**src/rtl/mem_wb_stage.sv**
```systemverilog
// Elastic MEM/WB pipeline register: a main entry plus a 2nd skid entry behind a
// registered valid/ready handshake. It also provides flush, bubble outputs, write-back data select and a stall counter.
module mem_wb_stage #(
  parameter int                  OPCODE_W    = 5,
  parameter int                  RD_W        = 3,
  parameter int                  RS_W        = 4,
  parameter int                  DATA_W      = 8,
  parameter logic [OPCODE_W-1:0] NOP_OPCODE  = 5'h1f,
  parameter logic [OPCODE_W-1:0] LOAD_OPCODE = 5'h04,
  parameter int                  STALL_CNT_W = 16
) (
  input  logic                   clk,
  input  logic                   rst,
  input  logic                   flush,
  input  logic                   in_valid,
  output logic                   in_ready,
  input  logic [OPCODE_W-1:0]    in_opcode,
  input  logic [RD_W-1:0]        in_rd_addr,
  input  logic [RS_W-1:0]        in_r1_addr,
  input  logic [RS_W-1:0]        in_r2_addr,
  input  logic [DATA_W-1:0]      in_alu_out,
  input  logic [DATA_W-1:0]      in_r_data,
  output logic                   out_valid,
  input  logic                   out_ready,
  output logic [OPCODE_W-1:0]    out_opcode,
  output logic [RD_W-1:0]        out_rd_addr,
  output logic [RS_W-1:0]        out_r1_addr,
  output logic [RS_W-1:0]        out_r2_addr,
  output logic [DATA_W-1:0]      out_alu_out,
  output logic [DATA_W-1:0]      out_r_data,
  output logic [DATA_W-1:0]      out_wb_data,
  output logic [STALL_CNT_W-1:0] stall_cnt
);

  typedef struct packed {
    logic [OPCODE_W-1:0] opcode;
    logic [RD_W-1:0]     rd_addr;
    logic [RS_W-1:0]     r1_addr;
    logic [RS_W-1:0]     r2_addr;
    logic [DATA_W-1:0]   alu_out;
    logic [DATA_W-1:0]   r_data;
    logic [DATA_W-1:0]   wb_data;
  } entry_t;

  function automatic entry_t bubble_entry();
    entry_t e;
    e        = '0;
    e.opcode = NOP_OPCODE;
    return e;
  endfunction

  entry_t m_q, s_q, in_entry;
  logic   m_valid, s_valid;
  logic   accept, drain;

  // Write-back select is resolved from the entry's own opcode as it is captured.
  always_comb begin
    // NOTE: default the whole struct first so no field can infer a latch.
    in_entry         = '0;
    in_entry.opcode  = in_opcode;
    in_entry.rd_addr = in_rd_addr;
    in_entry.r1_addr = in_r1_addr;
    in_entry.r2_addr = in_r2_addr;
    in_entry.alu_out = in_alu_out;
    in_entry.r_data  = in_r_data;
    in_entry.wb_data = (in_opcode == LOAD_OPCODE) ? in_r_data : in_alu_out;
  end

  assign in_ready = !s_valid;
  assign accept   = in_valid && !s_valid;
  assign drain    = m_valid && out_ready;

  always_ff @(posedge clk) begin
    if (rst || flush) begin
      // NOTE: non-blocking assignments keep every register update order-independent.
      m_valid <= 1'b0;
      m_q     <= bubble_entry();
      s_valid <= 1'b0;
    end else if (!m_valid || drain) begin
      if (s_valid) begin
        m_valid <= 1'b1;
        m_q     <= s_q;
        s_valid <= 1'b0;
      end else if (accept) begin
        m_valid <= 1'b1;
        m_q     <= in_entry;
      end else begin
        m_valid <= 1'b0;
        m_q     <= bubble_entry();
      end
    end else if (accept) begin
      s_valid <= 1'b1;
    end
  end

  // NOTE: skid payload is not reset; s_valid alone says whether it means anything.
  always_ff @(posedge clk) begin
    if (accept) s_q <= in_entry;
  end

  always_ff @(posedge clk) begin
    if (rst) begin
      stall_cnt <= '0;
    end else if (m_valid && !out_ready && (stall_cnt != '1)) begin
      stall_cnt <= stall_cnt + STALL_CNT_W'(1);
    end
  end

  assign out_valid   = m_valid;
  assign out_opcode  = m_q.opcode;
  assign out_rd_addr = m_q.rd_addr;
  assign out_r1_addr = m_q.r1_addr;
  assign out_r2_addr = m_q.r2_addr;
  assign out_alu_out = m_q.alu_out;
  assign out_r_data  = m_q.r_data;
  assign out_wb_data = m_q.wb_data;

endmodule

```
**config.mk**
```make
export PLATFORM = sky130hd
export DESIGN_NAME = mem_wb_stage
export DESIGN_NICKNAME = d
export VERILOG_FILES = /design/src/rtl/mem_wb_stage.sv
export SDC_FILE = /design/constraint.sdc
export NUM_CORES = 1
export LEC_CHECK = 0
export ABC_AREA = 1
export CAP_MARGIN = 10
export CORE_MARGIN = 5
export CORE_UTILIZATION = 50
export DETAILED_ROUTE_END_ITERATION = 10
export GPL_TIMING_DRIVEN = 0
export PLACE_DENSITY = 0.79
export SYNTH_ARGS = -nofsm -noshare
export SYNTH_HDL_FRONTEND = slang
export SYNTH_SLANG_ARGS = --single-unit
```
**constraint.sdc**
```tcl
create_clock -name clk -period 2.6 [get_ports clk]
set_clock_uncertainty 0.1 [all_clocks]
set_input_delay 0.52 -clock clk [delete_from_list [all_inputs] [get_ports clk]]
set_output_delay 0.52 -clock clk [all_outputs]
set_load 0.02 [all_outputs]
```
==> reports/results.tsv, run 1 <==
stage	metric	value	unit
timing	slew_viol_final	0	
die	start_util	50.5	%
global_route	grt-ovfl-total	0	
timing	worst_pin_slew	1060	ps
synthesis	syn_area	4070	um^2
clock_tree	clk_latency	360	ps
clock_tree	holdBufCountCts	0	
die	core-area	8050	um^2
place	gp_congestion	0.855	
synthesis	synth_top_family_by_area	compound AO/OA/AOI/OAI gates	
place	io_buffers	94	
synthesis	ys_seq_elements	98	
place	post-dp-hpwl	7.22	mm
clock_tree	cts_buffers	9	
status	outcome	complete, no violations	
finish	instances_no_fill	655	
global_route	grt_pass1_wl	16.4	mm
drt	drt_pre_antenna_iters	4	
die	dieArea	10000	um^2
timing	hold_viol	0	
synthesis	ys_seq_area_share	58.1	%
finish	syn_to_final_growth	31.5	%
critical_path	arrival	2190	ps
drt	vias_per_cell	5.30	
drt	drtIter0Drc	228	
min_path	hold_path_class	reg2reg	
clock_tree	cts-htree-levels	3	
synthesis	syn-mean-instance-area	9.25	um^2
finish	layout-drive-gt1-share	8.73	%
timing	timing.final.crit_share	88.9	%
critical_path	path_cells	clkdlybuf4s50_1 -> nand2_2 -> inv_2 -> buf_2	
finish	finalNetCount	583	
timing	finalSetupViolCount	0	
clock_tree	postCtsSetupRepairBufs	0	
clock_tree	cts_tree	built	
synthesis	synth_top_area_cell	edfxtp_1	
synthesis	synth_top_cell_area_share	29.5	%
drt	routedWlPerCell	15.4	um
pwr	ir_drop	0.557	mV
timing	slew_headroom	29.0	%
drt	vias	3473	
synthesis	synthMuxAreaShare	0	%
drt	routed_wl	10.1	mm
finish	final_cell_mix	clkdlybuf4s50_1 (94), nand2_1 (89), a21oi_1 (72)	
critical_path	cp-end-kind	flop	
critical_path	cp_data_required_time	2480	ps
finish	final_common_cell	clkdlybuf4s50_1	
die	die_h	100	um
pwr	power.leakage	0.00187	uW
critical_path	max_stage_delay	860	ps
critical_path	crit_buf_inv	3	
synthesis	synth_xor_area_share	1.29	%
job	cap_violations	0	
die	die_x	100	um
timing	timing.final.ws_setup	289	ps
synthesis	ys_top_cells_by_area	edfxtp_1 (30%), dfxtp_1 (29%), a21oi_1 (8.9%)	
global_route	grt_pass1_vias	3432	
drt	drc	0	
pwr	p_per_area	563	nW/um^2
die	rows	33	
drt	postRouteAntennaNets	0	
global_route	antenna_found_initial	0	
pwr	finalPower	3010	uW
synthesis	yosysWarnings	0	
die	ios	95	
global_route	grt_util_all_layers	20.2	%
clock_tree	cts-root-buf	clkbuf_8	
critical_path	crit_type	in2reg	
timing	setup_tns	0	ps
clock_tree	clockBufferDepth	2	
synthesis	syn_nets	478	
synthesis	synth-simple-area-share	15.4	%
place	place_inst	639	
clock_tree	cts_resized	0	
critical_path	cp_top_family	buffers and inverters	
global_route	grt_max_degree	50	
clock_tree	clk_pin_slew	100	ps
synthesis	syn_inst	440	
critical_path	startpoint_type	input pin	
timing	final.min_clock_period	2310	ps
critical_path	cp_slowest_cell	buf_2	
synthesis	synth_cell_type_count	27	
clock_tree	clock-sinks	98	
critical_path	crit_fanout	49	
timing	rsz0062_at_grt	false	
timing	max_clock_freq	433	MHz
finish	diodes	0	
synthesis	synth-adder-area-share	0.308	%
place	dp_slack	-112	ps
synthesis	synth-compound-area-share	19.8	%
timing	holdWs	397	ps
## logic make-up (layout without fill, tap and decap cells)
family	count (synthesis)	after routing
simple gates	144	144
compound gates	141	141
flops	98	98
buf+inv	50	160
xor+xnor	6	6
fa+ha+maj	1	1
## layout make-up
class | instances | area [um^2]
Fill cell | 684 | 2700
Sequential cell | 98 | 2360
Multi-Input combinational cell | 292 | 1500
Timing Repair Buffer | 94 | 941
Tap cell | 105 | 131
Clock buffer | 9 | 124
Buffer | 24 | 113
Inverter | 26 | 97.6
Clock inverter | 7 | 83.8
## worst reg2reg max path, stage by stage, from the launching register on
cell,delay (ps)
dfxtp_1,310
buf_2,180
inv_2,140
nand2_2,120
inv_2,180
buf_2,860
## worst paths after layout
check                      from  cells past startpoint  slack (ps)       endpoint
setup / recovery       in_valid                      4         290        s_q[36]
hold / removal    out_opcode[0]                      2         400  out_opcode[0]
setup reg to reg        s_valid                      5         320        s_q[36]
hold reg to reg   out_opcode[0]                      2         400  out_opcode[0]
## where the power goes
part	internal, uW	total (uW)	switching [uW]
clock network	462	1020	560
registers	1670	1690	24.4
logic	134	299	166
## Yosys cell counts (all sizes together)
| cell | count |
|---|---|
| o21ai | 38 |
| o21a | 8 |
| clkbuf | 18 |
| o211ai | 8 |
| buf | 6 |
| o221ai | 5 |
| nand4 | 7 |
| nand2 | 93 |
| xor2 | 4 |
| a21oi | 82 |
| nor3b | 1 |
| nand3 | 16 |
| nor3 | 1 |
| xnor2 | 2 |
| edfxtp | 40 |
| nor2 | 26 |
| inv | 26 |
| dfxtp | 58 |
| ha | 1 |
## routing by layer
layer	GRT usage [%]	share of wire [%]	wire (um)
met1	25.0	42	4200
met5	0	0	0
met3	6.18	7.1	716
met4	4.87	0.25	25
met2	34.7	51	5120
## registers in the layout, summed over array words and instances, names as in the netlist
| signal | flops |
|---|---|
| out_r2_addr | 4 |
| stall_cnt | 16 |
| out_valid | 1 |
| out_alu_out | 8 |
| out_r1_addr | 4 |
| s_valid | 1 |
| out_opcode | 5 |
| out_r_data | 8 |
| s_q | 40 |
| out_rd_addr | 3 |
| out_wb_data | 8 |
## metrics by stage
step	area (um^2)	utilization [%]
2_1_floorplan	4070	-
3_3_place_gp	5140	63.9
3_5_place_dp	5140	63.9
4_1_cts	5350	66.4
5_1_grt	5350	66.4
6_report	5350	66.4
(Power assumes the default switching activity.)
==> run 2: changes to the inputs <==
==> constraint.sdc (replaced) <==
create_clock -name clk -period 2.6 [get_ports clk]
set_clock_uncertainty 0.1 [all_clocks]
set_input_delay 0.78 -clock clk [delete_from_list [all_inputs] [get_ports clk]]
set_output_delay 0.78 -clock clk [all_outputs]
set_load 0.02 [all_outputs]
==> reports/results.tsv, run 2 (synthesis results as in run 1) <==
stage	metric	value	unit
status	outcome	complete, no violations	
critical_path	path_cells	buf_2 -> inv_2 -> clkdlybuf4s50_1	
drt	drc	0	
min_path	hold_path_class	reg2reg	
timing	max_clock_freq	402	MHz
finish	diodes	0	
global_route	grt_util_all_layers	20.2	%
clock_tree	cts-root-buf	clkbuf_8	
global_route	grt_pass1_vias	3422	
clock_tree	cts-htree-levels	3	
global_route	antenna_found_initial	0	
global_route	grt-ovfl-total	0	
drt	postRouteAntennaNets	0	
clock_tree	clk_latency	360	ps
critical_path	crit_buf_inv	3	
clock_tree	holdBufCountCts	0	
pwr	power.leakage	0.00187	uW
critical_path	crit_type	reg2out	
job	cap_violations	0	
global_route	grt_max_degree	50	
pwr	ir_drop	0.557	mV
place	io_buffers	94	
global_route	grt_pass1_wl	16.4	mm
timing	slew_headroom	54.8	%
critical_path	arrival	1610	ps
drt	routed_wl	10.1	mm
die	rows	33	
drt	vias_per_cell	5.30	
critical_path	cp-end-kind	output port	
timing	rsz0062_at_grt	false	
timing	finalSetupViolCount	0	
die	die_x	100	um
finish	regMostFlops	s_q	
die	ios	95	
critical_path	crit_fanout	10	
finish	layout-drive-gt1-share	8.73	%
finish	final_common_cell	clkdlybuf4s50_1	
drt	vias	3471	
timing	worst_pin_slew	678	ps
die	die_h	100	um
clock_tree	clock-sinks	98	
clock_tree	cts_buffers	9	
drt	drt_pre_antenna_iters	4	
clock_tree	cts_tree	built	
critical_path	cp_slowest_cell	clkdlybuf4s50_1	
timing	timing.final.crit_share	95.6	%
timing	timing.final.ws_setup	115	ps
place	gp_congestion	0.855	
drt	routedWlPerCell	15.4	um
finish	final_cell_mix	clkdlybuf4s50_1 (94), nand2_1 (89), a21oi_1 (72)	
critical_path	startpoint_type	flop	
critical_path	cp_data_required_time	1720	ps
die	dieArea	10000	um^2
finish	finalNetCount	583	
critical_path	max_stage_delay	620	ps
die	start_util	50.5	%
place	post-dp-hpwl	7.22	mm
die	core-area	8050	um^2
pwr	p_per_area	562	nW/um^2
finish	largest_reg_flops	40	
timing	hold_viol	0	
drt	drtIter0Drc	228	
finish	reg_top3	s_q x40, stall_cnt x16	
pwr	finalPower	3010	uW
timing	final.min_clock_period	2490	ps
place	dp_slack	-372	ps
timing	slew_viol_final	0	
critical_path	cp_top_family	buffers and inverters	
clock_tree	clk_pin_slew	100	ps
finish	syn_to_final_growth	31.5	%
clock_tree	clockBufferDepth	2	
==> run 2: cell types whose count changed in the layout (fill, tap and decap cells not counted), sizes merged <==
cell	delta
clkbuf	+1
buf	-1
==> run 2: repair_timing <==
| action | 4_1_cts | 5_1_grt |
|---|---|---|
| setup buffers | 0 | 0 |
| resized for setup | 0 | 1 |
| setup endpoints to repair | 0 | 49 |
==> run 2: power breakdown <==
| part | switching (uW) | internal (uW) |
|---|---|---|
| Clock | 559 | 462 |
| Combinational | 166 | 134 |
| Sequential | 24.2 | 1660 |
==> run 2: per-layer routing <==
metal / global-route usage [%] / part of all wire, %
met5: 0 / 0
met4: 4.56 / 0.25
met3: 6.18 / 6.8
met2: 34.7 / 51
met1: 25.1 / 42
==> run 2: cell type report <==
type,instances,area [um^2]
plain buffers,24,115
clock buffers,9,124
clock inverters,7,83.8
fillers,684,2700
inverters,26,97.6
multi-input cells,292,1500
flip-flops and latches,98,2360
well taps,105,131
repair buffers,94,941
==> run 2: final timing paths <==
| kind | start | end | slack, ps | depth (start not counted) |
|---|---|---|---|---|
| worst min register to register | out_opcode[0] | out_opcode[0] | 400 | 2 |
| worst max register to register | s_valid | s_q[36] | 570 | 5 |
| worst max-delay path | s_valid | in_ready | 110 | 3 |
| worst min-delay path | out_opcode[0] | out_opcode[0] | 400 | 2 |
==> run 2: per-stage QoR <==
step	TNS, ps	util [%]	instances	hold slack [ps]	instance area [um^2]
floorplan	0	-	440	406	4070
global placement	-17370	63.9	639	359	5140
detailed placement	-18370	63.9	639	375	5140
CTS	0	66.4	655	401	5350
global route	0	66.5	655	422	5350
finish	0	66.5	655	397	5350
==> run 2: tightest hold or removal path, stage by stage, from the launching register on <==
cell and delay (ps):
dfxtp_1 330, nand2_1 60, nand3_1 60
==> edit: new RTL, settings of run 1 <==
Reset style: asynchronous (`rst`), changed in one clocked block.
--- a/src/rtl/mem_wb_stage.sv
+++ b/src/rtl/mem_wb_stage.sv
@@ -98,7 +98,7 @@
     if (accept) s_q <= in_entry;
   end
 
-  always_ff @(posedge clk) begin
+  always_ff @(posedge clk or posedge rst) begin
     if (rst) begin
       stall_cnt <= '0;
     end else if (m_valid && !out_ready && (stall_cnt != '1)) begin
Formal check against the unedited RTL: differs if rst is asserted again (counterexample within 4 cycles, from zero or initial values and one cycle with rst high); with rst held inactive, the same outputs for 10 cycles.
==> edit against run 1 <==
Setup slack improved by 50 ps; maximum frequency rose by 2.2%; sequential cell count is the same; area after synthesis grew 3.4%; count of clock-buffer cells in the layout up 4; cell area rose by 2.2%; global-route usage up 1.1 points; register-to-register slack improved by 270 ps; routed wire length increased by 7.1%; critical path depth fell by 1; utilization grew 0.066 points; critical path type is now register to output pin; critical endpoint is now in_ready; largest cell class unchanged; highest routed layer unchanged.
Power is not compared: it rests on default switching activity, and its combinational part moved more than twofold at a synthesized area within 25%.
==> edit: results (changes against run 1) <==
| Metric | Value |
|---|---|
| M1 WL | 4460 um (was 4200 um) |
| Slowest-stage cell, CP | sky130_fd_sc_hd__clkdlybuf4s50_1 (was sky130_fd_sc_hd__buf_2) |
| Filler cell count | 685 (was 684) |
| Compound-gate portion of the synthesized area | 0.157 (was 0.198) |
| Number of unique standard cell types used by synthesis | 31 (was 27) |
| Number of multi-input combinational cells | 304 (was 292) |
| Placed cell areas | 0.00528 sq mm (was 0.00514 sq mm) |
| Min-Delay Endpoint | out_opcode[1] (was out_opcode[0]) |
| Setup WS pre-CTS | 220 ps (was -112 ps) |
| Area taken by flip-flops and latches | 0.00244 sq mm (was 0.00236 sq mm) |
| Delay contributed by the slowest stage of the critical path | 630 ps (was 860 ps) |
| Post-synth net total | 498 (was 478) |
| Met1 demand-to-capacity share in global routing | 0.268 (was 0.250) |
| Share of synthesized flip-flops with an asynchronous set or reset | 0.163 (was 0) |
| Number of violations reported at the end of detailed-routing iteration 0 | 182 (was 228) |
| Clock distribution area overhead in the final layout | 0.0334 (was 0.0388) |
| Max-slew headroom | 0.571 (was 0.290) |
| Count of plain and timing-repair buffers in the layout | 115 (was 118) |
| Register-to-register setup slack | 590 ps (was 320 ps) |
| Layout clock buffers | 13 (was 9) |
| Startpoint of the worst hold path | out_opcode[1] (was out_opcode[0]) |
| Adder-cell area share of the yosys netlist | 0.00297 (was 0.00308) |
| Total iterations of the first detailed-routing run | 6 (was 4) |
| Final hold slack | 388 ps (was 397 ps) |
| Overall routed net length | 10,800 um (was 10,100 um) |
| Sequential share of the synthesized area | 0.580 (was 0.581) |
| Top fanout value on the critical path | 10 (was 49) |
| Signal buf overhead | 0.192 (was 0.197) |
| Total power | around 3.4 mW |
| Met3 Track Usage GR | 0.0634 (was 0.0618) |
| Ranking of synthesized cells by instance count | sky130_fd_sc_hd__nand2_1, sky130_fd_sc_hd__a21oi_1, sky130_fd_sc_hd__dfxtp_1 (unchanged) |
| Routed met2 length | 5290 um (was 5120 um) |
| Inverters | 37 (was 26) |
| Nets | 603 (was 583) |
| Overall Global Routing Usage | 0.213 (was 0.202) |
| Category of the critical setup timing path | register to output pin (was input port to register) |
| Reg-to-Reg End | s_q[1] (was s_q[36]) |
| Avg Inst Size Synth | 9.15 sq um (was 9.25 sq um) |
| Outcome | completed (unchanged) |
| Top area cells in the synthesized netlist | sky130_fd_sc_hd__edfxtp_1, sky130_fd_sc_hd__dfxtp_1, sky130_fd_sc_hd__dfrtp_1, sky130_fd_sc_hd__nand2_1, sky130_fd_sc_hd__a21oi_1 (was sky130_fd_sc_hd__edfxtp_1, sky130_fd_sc_hd__dfxtp_1, sky130_fd_sc_hd__a21oi_1, sky130_fd_sc_hd__nand2_1, sky130_fd_sc_hd__o21ai_0) |
| Mean number of vias per cell | 5.41 (was 5.30) |
| Placed wire-length estimate | 7610 um (was 7220 um) |
## edit: cell count changes after synthesis, moves of 4 or more
| cell | change |
|---|---|
| sky130_fd_sc_hd__o21ai_1 | +14 |
| sky130_fd_sc_hd__o21ai_0 | -8 |
| sky130_fd_sc_hd__dfxtp_1 | -16 |
| sky130_fd_sc_hd__nand2_1 | +15 |
| sky130_fd_sc_hd__dfrtp_1 | +16 |
| sky130_fd_sc_hd__o21a_1 | -8 |
| sky130_fd_sc_hd__a21oi_2 | -10 |
| sky130_fd_sc_hd__inv_1 | +9 |
| sky130_fd_sc_hd__nand4_1 | +5 |
| sky130_fd_sc_hd__o211ai_1 | -8 |
| sky130_fd_sc_hd__nand3_1 | +4 |
| sky130_fd_sc_hd__and2_1 | +8 |
## edit: cells by family (layout without fill, tap and decap cells)
family          count (synthesis)  after routing
simple gates                  175            175
flops                          98             98
fa+ha+maj                       1              1
buf+inv                        58            168
xor+xnor                        5              5
compound gates                123            123
